==> config.mk <==
export PLATFORM = sky130hd
export DESIGN_NAME = prbs_burst_ctrl_flat
export DESIGN_NICKNAME = d
export VERILOG_FILES = /design/src/rtl/prbs_burst_ctrl_if.sv /design/src/rtl/prbs_burst_ctrl.sv /design/src/flat_wrapper.sv
export SDC_FILE = /design/constraint.sdc
export NUM_CORES = 1
export LEC_CHECK = 0
export CORE_UTILIZATION = 47
export DETAILED_ROUTE_END_ITERATION = 6
export PLACE_DENSITY = 0.77
export SETUP_SLACK_MARGIN = 0.05
export SYNTH_ARGS = -nofsm -noshare
export SYNTH_HDL_FRONTEND = slang
export SYNTH_SLANG_ARGS = --single-unit
export TNS_END_PERCENT = 10
==> constraint.sdc <==
create_clock -name clk -period 3.8 [get_ports clk]
set_clock_uncertainty 0.05 [all_clocks]
set_input_delay 0.95 -clock clk [delete_from_list [all_inputs] [get_ports clk]]
set_output_delay 0.95 -clock clk [all_outputs]
set_load 0.02 [all_outputs]
==> src/rtl/prbs_burst_ctrl_if.sv <==
// prbs_burst_ctrl_if
//   Bundles the controller's link to the LFSR datapath and its framed
//   serial output stream.
//   LFSR side : lfsr_load, lfsr_seed[30:0], lfsr_poly[1:0], lfsr_en
//               (controller -> generator), lfsr_bit (generator -> controller)
//   Stream    : tx_bit, tx_valid, tx_sop, tx_eop (controller -> pins)
//   master = controller, slave = generator / stream consumer.
interface prbs_burst_ctrl_if;
  logic        lfsr_load;
  logic [30:0] lfsr_seed;
  logic [1:0]  lfsr_poly;
  logic        lfsr_en;
  logic        lfsr_bit;
  logic        tx_bit;
  logic        tx_valid;
  logic        tx_sop;
  logic        tx_eop;

  modport master (
    output lfsr_load, lfsr_seed, lfsr_poly, lfsr_en,
    output tx_bit, tx_valid, tx_sop, tx_eop,
    input  lfsr_bit
  );

  modport slave (
    input  lfsr_load, lfsr_seed, lfsr_poly, lfsr_en,
    input  tx_bit, tx_valid, tx_sop, tx_eop,
    output lfsr_bit
  );
endinterface

==> src/rtl/prbs_burst_ctrl.sv <==
// prbs_burst_ctrl
//   Sequencing controller for the on-chip PRBS generator. Loads seed and
//   polynomial select, emits a fixed preamble, steps the generator for
//   burst_len bits, repeats bursts separated by idle gaps and supports
//   single-bit error injection.
// Ports:
//   clk, rst_n       clock; reset (asynchronous, active-high)
//   start, abort     sequence control (abort wins, start sampled in IDLE)
//   poly_sel, seed, burst_len, gap_len, repeat_cnt
//                    configuration, latched when a sequence starts
//   inject           request one inverted PRBS bit
//   bus              LFSR datapath link and framed output stream
//   busy, done       status (done pulses for one cycle on completion)
//   burst_idx        0-based index of the current burst
module prbs_burst_ctrl #(
  parameter logic [7:0]  PREAMBLE = 8'hA5,
  parameter int unsigned LEN_W    = 16
) (
  input  logic             clk,
  input  logic             rst_n,
  input  logic             start,
  input  logic             abort,
  input  logic [1:0]       poly_sel,
  input  logic [30:0]      seed,
  input  logic [LEN_W-1:0] burst_len,
  input  logic [7:0]       gap_len,
  input  logic [7:0]       repeat_cnt,
  input  logic             inject,
  prbs_burst_ctrl_if.master bus,
  output logic             busy,
  output logic             done,
  output logic [7:0]       burst_idx
);

  typedef enum logic [2:0] {
    S_IDLE,
    S_LOAD,
    S_PRE,
    S_RUN,
    S_GAP,
    S_DONE
  } state_t;

  state_t state, next_state;

  logic [2:0]       pre_cnt;
  logic [LEN_W-1:0] run_cnt;
  logic [7:0]       gap_cnt;

  logic [LEN_W-1:0] len_q;
  logic [7:0]       gap_q;
  logic [7:0]       rep_q;
  logic [30:0]      seed_q;
  logic [1:0]       poly_q;
  logic             load_q;
  logic             inj_pend;

  logic [30:0]      seed_mask;
  logic [30:0]      seed_adj;

  logic pre_last;
  logic run_last;
  logic gap_last;

  logic tx_bit_c;
  logic tx_valid_c;
  logic tx_sop_c;
  logic tx_eop_c;
  logic lfsr_en_c;

  assign pre_last = (pre_cnt == 3'd7);
  assign run_last = (run_cnt == len_q - LEN_W'(1));
  assign gap_last = (gap_cnt == gap_q - 8'd1);

  // Seed conditioning: never hand the generator an all-zero state, either
  // from a zero seed or from bits that fall outside the selected width.
  always_comb begin
    seed_mask = 31'h7FFF_FFFF;
    case (poly_sel)
      2'd0:    seed_mask = 31'h0000_007F;
      2'd1:    seed_mask = 31'h0000_7FFF;
      2'd2:    seed_mask = 31'h007F_FFFF;
      default: seed_mask = 31'h7FFF_FFFF;
    endcase
    seed_adj = ((seed == '0) ? 31'd1 : seed) & seed_mask;
    if (seed_adj == '0) begin
      seed_adj = 31'd1;
    end
  end

  always_ff @(posedge clk or posedge rst_n) begin
    if (rst_n) begin
      state <= S_IDLE;
    end else begin
      state <= next_state;
    end
  end

  always_comb begin
    next_state = state;
    tx_bit_c   = 1'b0;
    tx_valid_c = 1'b0;
    tx_sop_c   = 1'b0;
    tx_eop_c   = 1'b0;
    lfsr_en_c  = 1'b0;

    case (state)
      S_IDLE: begin
        if (start && (burst_len != '0)) begin
          next_state = S_LOAD;
        end
      end
      S_LOAD: begin
        next_state = S_PRE;
      end
      S_PRE: begin
        tx_valid_c = 1'b1;
        tx_bit_c   = PREAMBLE[3'd7 - pre_cnt];
        tx_sop_c   = (pre_cnt == 3'd0);
        if (pre_last) begin
          next_state = S_RUN;
        end
      end
      S_RUN: begin
        tx_valid_c = 1'b1;
        lfsr_en_c  = 1'b1;
        tx_bit_c   = bus.lfsr_bit ^ inj_pend;
        tx_eop_c   = run_last;
        if (run_last) begin
          if (burst_idx < rep_q) begin
            next_state = (gap_q == 8'd0) ? S_PRE : S_GAP;
          end else begin
            next_state = S_DONE;
          end
        end
      end
      S_GAP: begin
        if (gap_last) begin
          next_state = S_PRE;
        end
      end
      S_DONE: begin
        next_state = S_IDLE;
      end
      default: begin
        next_state = S_IDLE;
      end
    endcase

    if (abort) begin
      next_state = S_IDLE;
    end
  end

  always_ff @(posedge clk or posedge rst_n) begin
    if (rst_n) begin
      pre_cnt   <= '0;
      run_cnt   <= '0;
      gap_cnt   <= '0;
      len_q     <= '0;
      gap_q     <= '0;
      rep_q     <= '0;
      seed_q    <= 31'd1;
      poly_q    <= 2'd3;
      load_q    <= 1'b0;
      busy      <= 1'b0;
      done      <= 1'b0;
      burst_idx <= '0;
      inj_pend  <= 1'b0;
    end else begin
      // Status flags are registered from next_state so they line up with
      // the state they describe.
      load_q <= (next_state == S_LOAD);
      busy   <= (next_state inside {S_LOAD, S_PRE, S_RUN, S_GAP});
      done   <= (next_state == S_DONE);

      // Counters run only inside their own state and sit at zero otherwise,
      // so every PRE/RUN/GAP entry starts from a clean count.
      pre_cnt <= (state == S_PRE) ? pre_cnt + 3'd1 : '0;
      run_cnt <= ((state == S_RUN) && !run_last) ? run_cnt + LEN_W'(1) : '0;
      gap_cnt <= ((state == S_GAP) && !gap_last) ? gap_cnt + 8'd1 : '0;

      if ((state == S_IDLE) && (next_state == S_LOAD)) begin
        len_q     <= burst_len;
        gap_q     <= gap_len;
        rep_q     <= repeat_cnt;
        seed_q    <= seed_adj;
        poly_q    <= poly_sel;
        burst_idx <= '0;
      end

      if ((next_state == S_PRE) && ((state == S_RUN) || (state == S_GAP))) begin
        burst_idx <= burst_idx + 8'd1;
      end

      // A pending request is consumed by the first RUN bit that sees it;
      // a request arriving in that same cycle merges into it.
      if (abort || (state == S_IDLE) || (state == S_DONE)) begin
        inj_pend <= 1'b0;
      end else if ((state == S_RUN) && inj_pend) begin
        inj_pend <= 1'b0;
      end else if (inject && busy) begin
        inj_pend <= 1'b1;
      end
    end
  end

  assign bus.lfsr_load = load_q;
  assign bus.lfsr_seed = seed_q;
  assign bus.lfsr_poly = poly_q;
  assign bus.lfsr_en   = lfsr_en_c;
  assign bus.tx_bit    = tx_bit_c;
  assign bus.tx_valid  = tx_valid_c;
  assign bus.tx_sop    = tx_sop_c;
  assign bus.tx_eop    = tx_eop_c;

endmodule

==> src/flat_wrapper.sv <==
// flat-port wrapper written by rule: the top's interface ports become plain ports
module prbs_burst_ctrl_flat 
#(
  parameter logic [7:0]  PREAMBLE = 8'hA5,
  parameter int unsigned LEN_W    = 16
)
  (clk, rst_n, start, abort, poly_sel, seed, burst_len, gap_len, repeat_cnt, inject, busy, done, burst_idx, bus_lfsr_load, bus_lfsr_seed, bus_lfsr_poly, bus_lfsr_en, bus_tx_bit, bus_tx_valid, bus_tx_sop, bus_tx_eop, bus_lfsr_bit);
  prbs_burst_ctrl_if bus_i ();
  input  logic clk;
  input  logic rst_n;
  input  logic start;
  input  logic abort;
  input  logic [1:0] poly_sel;
  input  logic [30:0] seed;
  input  logic [LEN_W-1:0] burst_len;
  input  logic [7:0] gap_len;
  input  logic [7:0] repeat_cnt;
  input  logic inject;
  output logic busy;
  output logic done;
  output logic [7:0] burst_idx;
  output wire logic [$bits(bus_i.lfsr_load)-1:0] bus_lfsr_load;
  output wire logic [$bits(bus_i.lfsr_seed)-1:0] bus_lfsr_seed;
  output wire logic [$bits(bus_i.lfsr_poly)-1:0] bus_lfsr_poly;
  output wire logic [$bits(bus_i.lfsr_en)-1:0] bus_lfsr_en;
  output wire logic [$bits(bus_i.tx_bit)-1:0] bus_tx_bit;
  output wire logic [$bits(bus_i.tx_valid)-1:0] bus_tx_valid;
  output wire logic [$bits(bus_i.tx_sop)-1:0] bus_tx_sop;
  output wire logic [$bits(bus_i.tx_eop)-1:0] bus_tx_eop;
  input wire logic [$bits(bus_i.lfsr_bit)-1:0] bus_lfsr_bit;
  assign bus_lfsr_load = bus_i.lfsr_load;
  assign bus_lfsr_seed = bus_i.lfsr_seed;
  assign bus_lfsr_poly = bus_i.lfsr_poly;
  assign bus_lfsr_en = bus_i.lfsr_en;
  assign bus_tx_bit = bus_i.tx_bit;
  assign bus_tx_valid = bus_i.tx_valid;
  assign bus_tx_sop = bus_i.tx_sop;
  assign bus_tx_eop = bus_i.tx_eop;
  assign bus_i.lfsr_bit = bus_lfsr_bit;
  prbs_burst_ctrl #(.PREAMBLE(PREAMBLE), .LEN_W(LEN_W)) u_core (.clk(clk), .rst_n(rst_n), .start(start), .abort(abort), .poly_sel(poly_sel), .seed(seed), .burst_len(burst_len), .gap_len(gap_len), .repeat_cnt(repeat_cnt), .inject(inject), .bus(bus_i), .busy(busy), .done(done), .burst_idx(burst_idx));
endmodule
# Word-level counts from Yosys, hierarchy flattened
# Memories as Yosys holds them, arrays and structs flattened.
# Index checks and enable logic that the tools add are counted.
# Widths: inputs -> output; s select.
# classes
add_sub_neg	7
n_mul	0
div_mod_pow	0
magnitude_cmp	2
n_eq_ne	15
shift	0
muxes	25
n_bitwise	2
n_reduce_logical	23
# op_table
cell	count
$pmux 31 s3	1
$logic_not 31->1	2
$mux 31	2
$and 31x31->31	1
$mux 3	8
$mux 8	3
$add 16x1->16 const B	1
$add 8x1->8 const B	2
$eq 16x16->1	1
$mux 16	1
$reduce_bool 16->1	1
$sub 16x1->16 const B	1
$eq 3x3->1 const B	5
$pmux 3 s5	1
$eq 3x2->1 const B	4
$eq 8x8->1	1
$logic_not 8->1	1
$lt 8x8->1	1
$mux 1	8
$sub 8x1->8 const B	1
$logic_and 1x1->1	7
$eq 3x1->1 const B	2
$logic_not 3->1	2
$lt 3x4->1 const B	1
other kinds (13)	16
# word_totals
ff_bits	107
latch_bits	0
ramBits	0
mem_bits_ro	8
input_bits	71
out_inout_bits	49
elab_cells	89
n_memories	1
# memory_table
name	words	width	rd	rd_ports_with_merged_regs	wr	line	text
(no name shown)	8	1	1	0	0	prbs_burst_ctrl.sv:118	tx_bit_c = PREAMBLE[3'd7 - pre_cnt];

# Longest topological paths before layout
# Gate-level depths: netlist of the first run.
# logic_depth
word_depth	10
ltp_mapped	14
ltp_nobuf	11

# Least setup slack after synthesis of the first run
# OpenSTA, ideal clock, no wires.
# synth_timing
path_type	register to output
from	reg u_core.len_q[0]
to	out bus_tx_eop
arrival_time_ns	2.660
required_time_ns	2.800
path_slack_ns	0.140
stages_incl_launch_ff	12
n_path_buf	2
cell_sequence	dfrtp_1 -> clkbuf_1 -> inv_1 -> ha_1 -> clkbuf_1 -> nor3b_1 -> nand4_1 -> a211o_1 -> a32oi_2 -> and2_1 -> nand2_1 -> nor2_1
# synth_between
elab_chain_len	3
# synth_lines
element	line	text
from (decl)	prbs_burst_ctrl.sv:50	logic [LEN_W-1:0] len_q;
from (signal assigned)	prbs_burst_ctrl.sv:184	len_q <= burst_len;
$sub 16x1->16	prbs_burst_ctrl.sv:72	assign run_last = (run_cnt == len_q - LEN_W'(1));
$eq 16x16->1	prbs_burst_ctrl.sv:72	
$mux 1	prbs_burst_ctrl.sv:107	case (state)
to (decl)	flat_wrapper.sv:29	output wire logic [$bits(bus_i.tx_eop)-1:0] bus_tx_eop;
# Every way passes these cells.

# Worst setup path in the final report of the first run
# layout_timing
from	reg u_core.len_q[8]
to	out bus_tx_eop
# Same word-level chain as after synthesis.

==> impl_metrics.prom, run 1 <==
# TYPE chip_impl_metric gauge
chip_impl_info{name="status",value="complete, no violations"} 1
chip_impl_metric{name="seq_area",unit="µm²"} 2681
chip_impl_metric{name="grt_antenna_before_repair",unit=""} 0
chip_impl_metric{name="synth-seq-area-share",unit="%"} 46.16
chip_impl_info{name="holdCritStartpoint",value="u_core.bus.lfsr_seed[0]$_DFFE_PP1P_"} 1
chip_impl_metric{name="syn_to_final_growth",unit="%"} 31.94
chip_impl_metric{name="track_usage",unit="%"} 24.23
chip_impl_metric{name="count_of_standard_cell_rows",unit=""} 40
chip_impl_metric{name="placer_congestion",unit=""} 0.8568
chip_impl_info{name="tritoncts",value="built"} 1
chip_impl_info{name="synth-main-ff-cell",value="sky130_fd_sc_hd__dfrtp_1"} 1
chip_impl_metric{name="ios",unit=""} 120
chip_impl_metric{name="post-dp-hpwl",unit="µm"} 10880
chip_impl_metric{name="chipWidth",unit="µm"} 113.2
chip_impl_metric{name="synth_cell_types",unit=""} 60
chip_impl_metric{name="post-route-cell-area",unit="µm²"} 7665
chip_impl_metric{name="wire_per_inst",unit="µm"} 15.44
chip_impl_metric{name="netlist_instances",unit=""} 661
chip_impl_metric{name="routed_wirelength",unit="µm"} 14640
chip_impl_metric{name="synthSimpleGateAreaFrac",unit="%"} 26.97
chip_impl_metric{name="grt_start_max_net_pins",unit=""} 108
chip_impl_metric{name="cellLeakagePower",unit="nW"} 3.435
chip_impl_info{name="critPathLaunchType",value="register"} 1
chip_impl_metric{name="timing.final.ws_setup",unit="ps"} 130.3
chip_impl_metric{name="worst_path_buf_inv",unit=""} 1
chip_impl_metric{name="setup-violations-final",unit=""} 0
chip_impl_metric{name="fp.dieArea",unit="µm²"} 12810
chip_impl_info{name="cts_root_buffer",value="sky130_fd_sc_hd__clkbuf_16"} 1
chip_impl_metric{name="clkTransAtPathRegs",unit="ps"} 80
chip_impl_metric{name="drv_cap",unit=""} 0
chip_impl_info{name="synthTopCellsByCount",value="sky130_fd_sc_hd__nand2_1 (163), sky130_fd_sc_hd__dfrtp_1 (104), sky130_fd_sc_hd__nor2_1 (46)"} 1
chip_impl_info{name="critical_path.cell_chain",value="or4_4 > or3_1 > a211o_1 > a32oi_2 > and2_4 > nand2_1 > nor2_1 > buf_4"} 1
chip_impl_metric{name="proportion_of_layout_cells_with_a_drive_suffix_above_1",unit="%"} 10.24
chip_impl_info{name="cpLargestDelayFamily",value="simple AND/OR/NAND/NOR gates"} 1
chip_impl_metric{name="ctsLongestPathBuffers",unit=""} 2
chip_impl_metric{name="htree_num_levels",unit=""} 3
chip_impl_metric{name="cellPowerDensity",unit="nW/µm²"} 486.1
chip_impl_info{name="critical_path_class",value="register to output port"} 1
chip_impl_metric{name="synthAdderAreaFrac",unit="%"} 3.231
chip_impl_metric{name="drc",unit=""} 0
chip_impl_metric{name="clock_sinks",unit=""} 107
chip_impl_metric{name="grt.overflow.total",unit=""} 0
chip_impl_info{name="worst_r2r_startpoint",value="u_core.gap_q[0]$_DFFE_PP0P_"} 1
chip_impl_metric{name="peak_fanout_along_the_critical_path",unit=""} 2
chip_impl_metric{name="post-place-ws",unit="ps"} -2.382
chip_impl_info{name="endpoint_kind",value="output port"} 1
chip_impl_metric{name="cts-buffers-inserted",unit=""} 9
chip_impl_metric{name="number_of_flip_flops_and_latches_in_the_synthesized_netlist",unit=""} 107
chip_impl_metric{name="irDropWorstVdd",unit="mV"} 0.3554
chip_impl_metric{name="path_depth",unit=""} 8
chip_impl_metric{name="max_freq",unit="GHz"} 0.2725
chip_impl_metric{name="mappedNetlistArea",unit="µm²"} 5809
chip_impl_metric{name="timing_worst_slew_pin_value",unit="ps"} 652.2
chip_impl_metric{name="fillerInstances",unit=""} 1014
chip_impl_metric{name="worstPathRequired",unit="ps"} 2800
chip_impl_metric{name="final_cycle_share",unit="%"} 96.57
chip_impl_metric{name="synth_edf_count",unit=""} 0
chip_impl_metric{name="dr.pass1.iters",unit=""} 4
chip_impl_metric{name="clk-insertion-delay-late",unit="ps"} 360
chip_impl_metric{name="port_buffers",unit=""} 119
chip_impl_metric{name="total_inserted_antenna_cells",unit=""} 0
chip_impl_info{name="critPathLaunch",value="u_core.len_q[8]$_DFFE_PP0P_"} 1
chip_impl_metric{name="avgSynthCellArea",unit="µm²"} 8.789
chip_impl_metric{name="remaining_number_of_nets_flagged_by_the_antenna_check_after_routing",unit=""} 0
chip_impl_metric{name="synth_top_area_share",unit="%"} 44.80
chip_impl_info{name="most_common_cell_in_the_synthesized_netlist",value="sky130_fd_sc_hd__nand2_1"} 1
chip_impl_metric{name="cp_slowest_stage_delay",unit="ps"} 530
chip_impl_metric{name="slew_violations",unit=""} 0
chip_impl_metric{name="die_h",unit="µm"} 113.2
chip_impl_metric{name="final_hold_viol_count",unit=""} 0
chip_impl_metric{name="muxShareOfSynthArea",unit="%"} 1.228
chip_impl_metric{name="synthesis.yosys.warnings",unit=""} 0
chip_impl_metric{name="finish.net_count",unit=""} 882
chip_impl_metric{name="detailedRoute.firstIterationViolations",unit=""} 238
chip_impl_metric{name="timing.hold.worst_path_depth",unit=""} 2
chip_impl_metric{name="coreArea",unit="µm²"} 12010
chip_impl_metric{name="final_cell_utilization_of_the_core",unit="%"} 63.81
chip_impl_metric{name="multi_input_area",unit="µm²"} 2902
chip_impl_metric{name="finalCriticalPeriod",unit="ps"} 3670
chip_impl_info{name="critical-path-slowest-cell",value="sky130_fd_sc_hd__or4_4"} 1
chip_impl_metric{name="synth_compound_area_share",unit="%"} 9.714
chip_impl_metric{name="grt_first_pass_wirelength",unit="µm"} 24330
chip_impl_metric{name="timing.slew.headroom",unit="%"} 56.39
chip_impl_metric{name="synthXorXnorAreaFrac",unit="%"} 7.689
chip_impl_info{name="main_combinational_cell_family_by_area_after_synthesis",value="simple AND/OR/NAND/NOR gates"} 1
chip_impl_metric{name="placedInstanceArea",unit="µm²"} 7318
chip_impl_metric{name="worst-endpoint-arrival",unit="ps"} 2670
chip_impl_metric{name="start_util",unit="%"} 48.36
chip_impl_metric{name="num_vias",unit=""} 5159
chip_impl_metric{name="async_sr_flop_fraction",unit="%"} 100.0
chip_impl_metric{name="vias_in_the_first_global_route",unit=""} 5051
chip_impl_info{name="worst_hold_path_type",value="register to register"} 1
chip_impl_info{name="synth.top_cells.by_area",value="sky130_fd_sc_hd__dfrtp_1 (45%), sky130_fd_sc_hd__nand2_1 (11%), sky130_fd_sc_hd__xor2_1 (4.1%)"} 1
chip_impl_metric{name="routed_via_density",unit=""} 5.442
chip_impl_info{name="rsz_0062_raised_after_global_routing",value="false"} 1
chip_impl_metric{name="syn_nets",unit=""} 747
chip_impl_metric{name="reg2reg_depth",unit=""} 11
chip_impl_info{name="netlist.top_cell.by_area",value="sky130_fd_sc_hd__dfrtp_1"} 1
==> per-layer routing <==
| metal | routed length, µm | vias up | share of wire (%) | GRT usage, % |
|---|---|---|---|---|
| met1 | 6446 | 2460 | 44 | 30.17 |
| met4 | 301 | 0 | 2.1 | 8.158 |
| met2 | 6925 | 147 | 47 | 40.00 |
| li1 | - | 2526 | - | - |
| met3 | 966 | 26 | 6.6 | 7.606 |
| met5 | 0 | - | 0 | 0 |
==> sequential cells by signal, summed over array words and instances (netlist names), 2 cells and up <==
register	cells
u_core.len_q	16
u_core.gap_cnt	8
u_core.state	3
u_core.bus.lfsr_seed	31
u_core.burst_idx	8
u_core.run_cnt	16
u_core.bus.lfsr_poly	2
u_core.pre_cnt	3
u_core.rep_q	8
u_core.gap_q	8
==> worst min-delay path, cell delays in order, from the launching register on <==
cell	delay, ps
sky130_fd_sc_hd__dfstp_2	370
sky130_fd_sc_hd__nand2_1	40
sky130_fd_sc_hd__o21ai_1	50
==> layout by cell type (no fill, tap or decap), types with 4 or more instances in the layout <==
| cell | instances |
|---|---|
| sky130_fd_sc_hd__buf_4 | 36 |
| sky130_fd_sc_hd__nor3_1 | 11 |
| sky130_fd_sc_hd__dfrtp_1 | 104 |
| sky130_fd_sc_hd__o21ai_1 | 25 |
| sky130_fd_sc_hd__a21oi_1 | 8 |
| sky130_fd_sc_hd__clkdlybuf4s50_1 | 118 |
| sky130_fd_sc_hd__xnor2_1 | 24 |
| sky130_fd_sc_hd__clkbuf_16 | 9 |
| sky130_fd_sc_hd__nor4_1 | 16 |
| sky130_fd_sc_hd__mux2i_1 | 6 |
| sky130_fd_sc_hd__or4_1 | 4 |
| sky130_fd_sc_hd__inv_1 | 24 |
| sky130_fd_sc_hd__nor2_1 | 46 |
| sky130_fd_sc_hd__o21ai_0 | 16 |
| sky130_fd_sc_hd__xor2_1 | 27 |
| sky130_fd_sc_hd__nand4_1 | 17 |
| sky130_fd_sc_hd__and3_1 | 11 |
| sky130_fd_sc_hd__nand3_1 | 34 |
| sky130_fd_sc_hd__ha_1 | 14 |
| sky130_fd_sc_hd__nand2_1 | 163 |
| sky130_fd_sc_hd__nand2b_1 | 6 |
| sky130_fd_sc_hd__and2_1 | 8 |
==> worst paths after layout <==
| kind | endpoint | slack (ps) |
|---|---|---|
| hold reg to reg | u_core.bus.lfsr_seed[0]$_DFFE_PP1P_ | 410 |
| setup / recovery | bus_tx_eop | 130 |
| hold / removal | u_core.bus.lfsr_seed[0]$_DFFE_PP1P_ | 410 |
| setup reg to reg | u_core.burst_idx[1]$_DFFE_PP0P_ | 430 |
| max in group asynchronous | u_core.len_q[5]$_DFFE_PP0P_ | 2210 |
| min in group asynchronous | u_core.burst_idx[2]$_DFFE_PP0P_ | 1040 |
==> power by group <==
part	switching, mW	internal (mW)	total (mW)
combinational	0.726	0.637	1.36
clock	0.447	0.454	0.901
sequential	0.127	1.33	1.46
total	1.30	2.43	3.73
==> metrics by stage <==
stage	setup TNS [ps]	cells	total power [mW]	hold WS [ps]
global placement	0	931	2.775	396.0
detailed placement	-2.382	931	2.806	405.8
CTS	0	947	3.715	417.1
floorplan	0	661	2.226	387.0
global route	0	948	3.951	430.1
finish	0	948	3.726	413.9
==> what timing repair did <==
action / CTS / global route
endpoints found under the setup margin: 1 / 1
hold buffers: 0 / 0
hold endpoints to repair: 0 / 0
setup buffers: 0 / 1
pin swaps: 1 / 3
gates resized for setup: 5 / 14
==> kinds of logic (layout without fill, tap and decap cells) <==
logic type,Yosys count,count (layout)
and+or+nand+nor,337,337
DFF,107,107
AOI/OAI and AO/OA,85,85
buffers and inverters,59,199
xor gates and xnor gates,51,51
adders and majority gates,15,15
muxes,7,7
==> final cells by class <==
type                    instances  area share, %
well taps                     147          2.400
clock buffers                   9          2.938
multi-input cells             495          37.86
inverters                      26          1.322
flip-flops and latches        107          34.98
repair buffers                157          19.72
clock inverters                 7         0.7835
No activity file was read; power rests on OpenSTA's default activity.
==> inputs of run 2 (changes only) <==
--- a/config.mk
+++ b/config.mk
@@ -8,6 +8,7 @@
 export CORE_UTILIZATION = 47
 export DETAILED_ROUTE_END_ITERATION = 6
 export PLACE_DENSITY = 0.77
+export REMOVE_ABC_BUFFERS = 1
 export SETUP_SLACK_MARGIN = 0.05
 export SYNTH_ARGS = -nofsm -noshare
 export SYNTH_HDL_FRONTEND = slang
==> run 2 against run 1 <==
Cell count fell by 0.84%. Combinational power hardly changed. Largest cell class unchanged. Worst setup slack improved by 3.5 ps. Flip-flop and latch count stayed put. Maximum frequency barely moved. Highest routed layer unchanged. Largest power group unchanged.
==> impl_metrics.prom, run 2 (synthesis gave the netlist of run 1 again) <==
# TYPE chip_impl_metric gauge
chip_impl_info{name="status",value="complete, no violations"} 1
chip_impl_info{name="critical_path_class",value="register to output port"} 1
chip_impl_metric{name="ios",unit=""} 120
chip_impl_metric{name="irDropWorstVdd",unit="mV"} 0.3447
chip_impl_metric{name="grt.overflow.total",unit=""} 0
chip_impl_metric{name="track_usage",unit="%"} 24.00
chip_impl_metric{name="finish.net_count",unit=""} 874
chip_impl_metric{name="cellLeakagePower",unit="nW"} 3.401
chip_impl_metric{name="reg2reg_depth",unit=""} 11
chip_impl_metric{name="htree_num_levels",unit=""} 3
chip_impl_metric{name="register_share_of_total_power",unit="%"} 39.2
chip_impl_metric{name="cellPowerDensity",unit="nW/µm²"} 490.8
chip_impl_metric{name="grt_start_max_net_pins",unit=""} 68
chip_impl_metric{name="worst-endpoint-arrival",unit="ps"} 2670
chip_impl_info{name="worst_r2r_startpoint",value="u_core.gap_q[0]$_DFFE_PP0P_"} 1
chip_impl_metric{name="clk-insertion-delay-late",unit="ps"} 340
chip_impl_metric{name="grt_first_pass_wirelength",unit="µm"} 24300
chip_impl_metric{name="chipWidth",unit="µm"} 113.2
chip_impl_metric{name="drc",unit=""} 0
chip_impl_metric{name="syn_to_final_growth",unit="%"} 31.17
chip_impl_metric{name="finalCriticalPeriod",unit="ps"} 3666
chip_impl_info{name="hold_end",value="u_core.bus.lfsr_poly[0]$_DFFE_PP1P_"} 1
chip_impl_metric{name="routed_wirelength",unit="µm"} 14580
chip_impl_metric{name="worstPathRequired",unit="ps"} 2800
chip_impl_metric{name="switching_fraction",unit="%"} 33.67
chip_impl_metric{name="cp_slowest_stage_delay",unit="ps"} 550
chip_impl_metric{name="share_comb_of_total_power",unit="%"} 36.2
chip_impl_metric{name="detailedRoute.firstIterationViolations",unit=""} 231
chip_impl_metric{name="total_inserted_antenna_cells",unit=""} 0
chip_impl_info{name="mostFrequentLayoutCells",value="sky130_fd_sc_hd__nand2_1 (163), sky130_fd_sc_hd__clkdlybuf4s50_1 (118), sky130_fd_sc_hd__dfrtp_1 (104)"} 1
chip_impl_metric{name="slew_violations",unit=""} 0
chip_impl_metric{name="placer_congestion",unit=""} 0.9217
chip_impl_info{name="cpLargestDelayFamily",value="simple AND/OR/NAND/NOR gates"} 1
chip_impl_info{name="holdCritStartpoint",value="u_core.bus.lfsr_poly[0]$_DFFE_PP1P_"} 1
chip_impl_info{name="final_common_cell",value="sky130_fd_sc_hd__nand2_1"} 1
chip_impl_metric{name="timing.final.ws_setup",unit="ps"} 133.8
chip_impl_metric{name="placedInstanceArea",unit="µm²"} 7244
chip_impl_metric{name="post-route-cell-area",unit="µm²"} 7620
chip_impl_metric{name="multi_input_area",unit="µm²"} 2924
chip_impl_info{name="tritoncts",value="built"} 1
chip_impl_metric{name="start_util",unit="%"} 48.36
chip_impl_metric{name="num_vias",unit=""} 5115
chip_impl_metric{name="coreArea",unit="µm²"} 12010
chip_impl_metric{name="count_of_standard_cell_rows",unit=""} 40
chip_impl_metric{name="vias_in_the_first_global_route",unit=""} 5052
chip_impl_metric{name="fillerInstances",unit=""} 991
chip_impl_metric{name="fin_tns_setup",unit="ps"} 0
chip_impl_metric{name="proportion_of_layout_cells_with_a_drive_suffix_above_1",unit="%"} 9.206
chip_impl_metric{name="timing_worst_slew_pin_value",unit="ps"} 650.6
chip_impl_metric{name="remaining_number_of_nets_flagged_by_the_antenna_check_after_routing",unit=""} 0
chip_impl_info{name="cts_root_buffer",value="sky130_fd_sc_hd__clkbuf_16"} 1
chip_impl_metric{name="clkPwrFrac",unit="%"} 24.6
chip_impl_info{name="critical_path.cell_chain",value="or4_4 > or3_1 > a211o_1 > a32oi_2 > and2_4 > nand2_1 > nor2_2 > buf_6"} 1
chip_impl_metric{name="cts_hold_buffers",unit=""} 0
chip_impl_metric{name="port_buffers",unit=""} 119
chip_impl_metric{name="p_int",unit="mW"} 2.481
chip_impl_info{name="critical_path.reg2reg.endpoint",value="u_core.burst_idx[1]$_DFFE_PP0P_"} 1
chip_impl_metric{name="post-place-ws",unit="ps"} -118.1
chip_impl_metric{name="final_hold_viol_count",unit=""} 0
chip_impl_info{name="endpoint_kind",value="output port"} 1
chip_impl_metric{name="drv_cap",unit=""} 0
chip_impl_metric{name="fp.dieArea",unit="µm²"} 12810
chip_impl_metric{name="clock_sinks",unit=""} 107
chip_impl_metric{name="max_freq",unit="GHz"} 0.2728
chip_impl_metric{name="routed_via_density",unit=""} 5.441
chip_impl_metric{name="cts-buffers-inserted",unit=""} 9
chip_impl_metric{name="post-dp-hpwl",unit="µm"} 10890
chip_impl_metric{name="wire_per_inst",unit="µm"} 15.51
chip_impl_metric{name="timing.slew.headroom",unit="%"} 56.62
chip_impl_metric{name="die_h",unit="µm"} 113.2
chip_impl_info{name="worst_hold_path_type",value="register to register"} 1
chip_impl_metric{name="final_cycle_share",unit="%"} 96.48
chip_impl_metric{name="peak_fanout_along_the_critical_path",unit=""} 3
chip_impl_metric{name="number_of_flip_flops_in_the_largest_register",unit=""} 31
chip_impl_metric{name="dr.pass1.iters",unit=""} 4
chip_impl_metric{name="seq_area",unit="µm²"} 2681
chip_impl_info{name="critical-path-slowest-cell",value="sky130_fd_sc_hd__or4_4"} 1
chip_impl_info{name="rsz_0062_raised_after_global_routing",value="false"} 1
chip_impl_metric{name="worst_path_buf_inv",unit=""} 1
chip_impl_metric{name="totalPowerFinal",unit="mW"} 3.740
chip_impl_metric{name="flop_to_flop_setup_slack",unit="ps"} 690
chip_impl_metric{name="setup-violations-final",unit=""} 0
chip_impl_metric{name="clkTransAtPathRegs",unit="ps"} 70
chip_impl_metric{name="grt_antenna_before_repair",unit=""} 0
chip_impl_metric{name="ctsLongestPathBuffers",unit=""} 2
chip_impl_metric{name="power_switching",unit="mW"} 1.259
chip_impl_metric{name="timing.hold.worst_path_depth",unit=""} 2
chip_impl_info{name="critPathLaunchType",value="register"} 1
run 2: per-layer routing:
layer,share of wire [%],wire [µm],GRT usage (%)
met5,0,0,0
met4,2.0,289,8.860
met3,6.8,987,6.106
met2,48,6964,39.88
met1,43,6340,30.28
run 2: repair_timing:
item                                    4_1_cts  5_1_grt
endpoints found under the setup margin        1        1
pin swaps                                     0        9
resized for setup                            11       14
buffers inserted                              0        1
run 2: worst min-delay path, cell delays in order (launching register included):
cell and delay, ps:
sky130_fd_sc_hd__dfstp_2 370, sky130_fd_sc_hd__nand2_1 50, sky130_fd_sc_hd__nand2_1 50
run 2: layout make-up:
type                    instances  area share (%)
repair buffers                149           18.93
flip-flops and latches        107           35.19
multi-input cells             495           38.37
clock inverters                 4          0.6732
well taps                     147           2.414
clock buffers                  12           3.103
inverters                      26           1.314
run 2: worst max-delay path by stage:
| stage | end | startpoint | slack (ps) | cells after the start |
|---|---|---|---|---|
| after global placement | bus_tx_eop | u_core.len_q[4]$_DFFE_PP0P_ | -90 | 9 |
| after detailed placement | bus_tx_eop | u_core.len_q[4]$_DFFE_PP0P_ | -120 | 9 |
| after global routing | bus_tx_eop | u_core.len_q[1]$_DFFE_PP0P_ | 30 | 12 |
| final | bus_tx_eop | u_core.len_q[11]$_DFFE_PP0P_ | 130 | 8 |
| after CTS | bus_tx_eop | u_core.len_q[8]$_DFFE_PP0P_ | 50 | 8 |
| after floorplan | u_core.burst_idx[1]$_DFFE_PP0P_ | u_core.len_q[0]$_DFFE_PP0P_ | -1140 | 11 |
run 2: power by group through the flow:
stage | Combinational [mW] | Clock (mW) | Sequential, mW
6_report | 1.36 | 0.920 | 1.46
2_1_floorplan | 0.579 | 0 | 1.61
3_3_place_gp | 1.28 | 0 | 1.47
5_1_grt | 1.48 | 0.981 | 1.49
3_5_place_dp | 1.29 | 0 | 1.48
4_1_cts | 1.31 | 0.943 | 1.46
run 2: per-stage QoR:
step           utilization, %  hold WS (ps)  std cells
2_1_floorplan               -         387.6        628
3_5_place_dp            60.31         400.0        923
5_1_grt                 63.44         448.4        940
3_3_place_gp            60.31         397.2        923
4_1_cts                 62.79         410.9        939
6_report                63.44         408.8        940
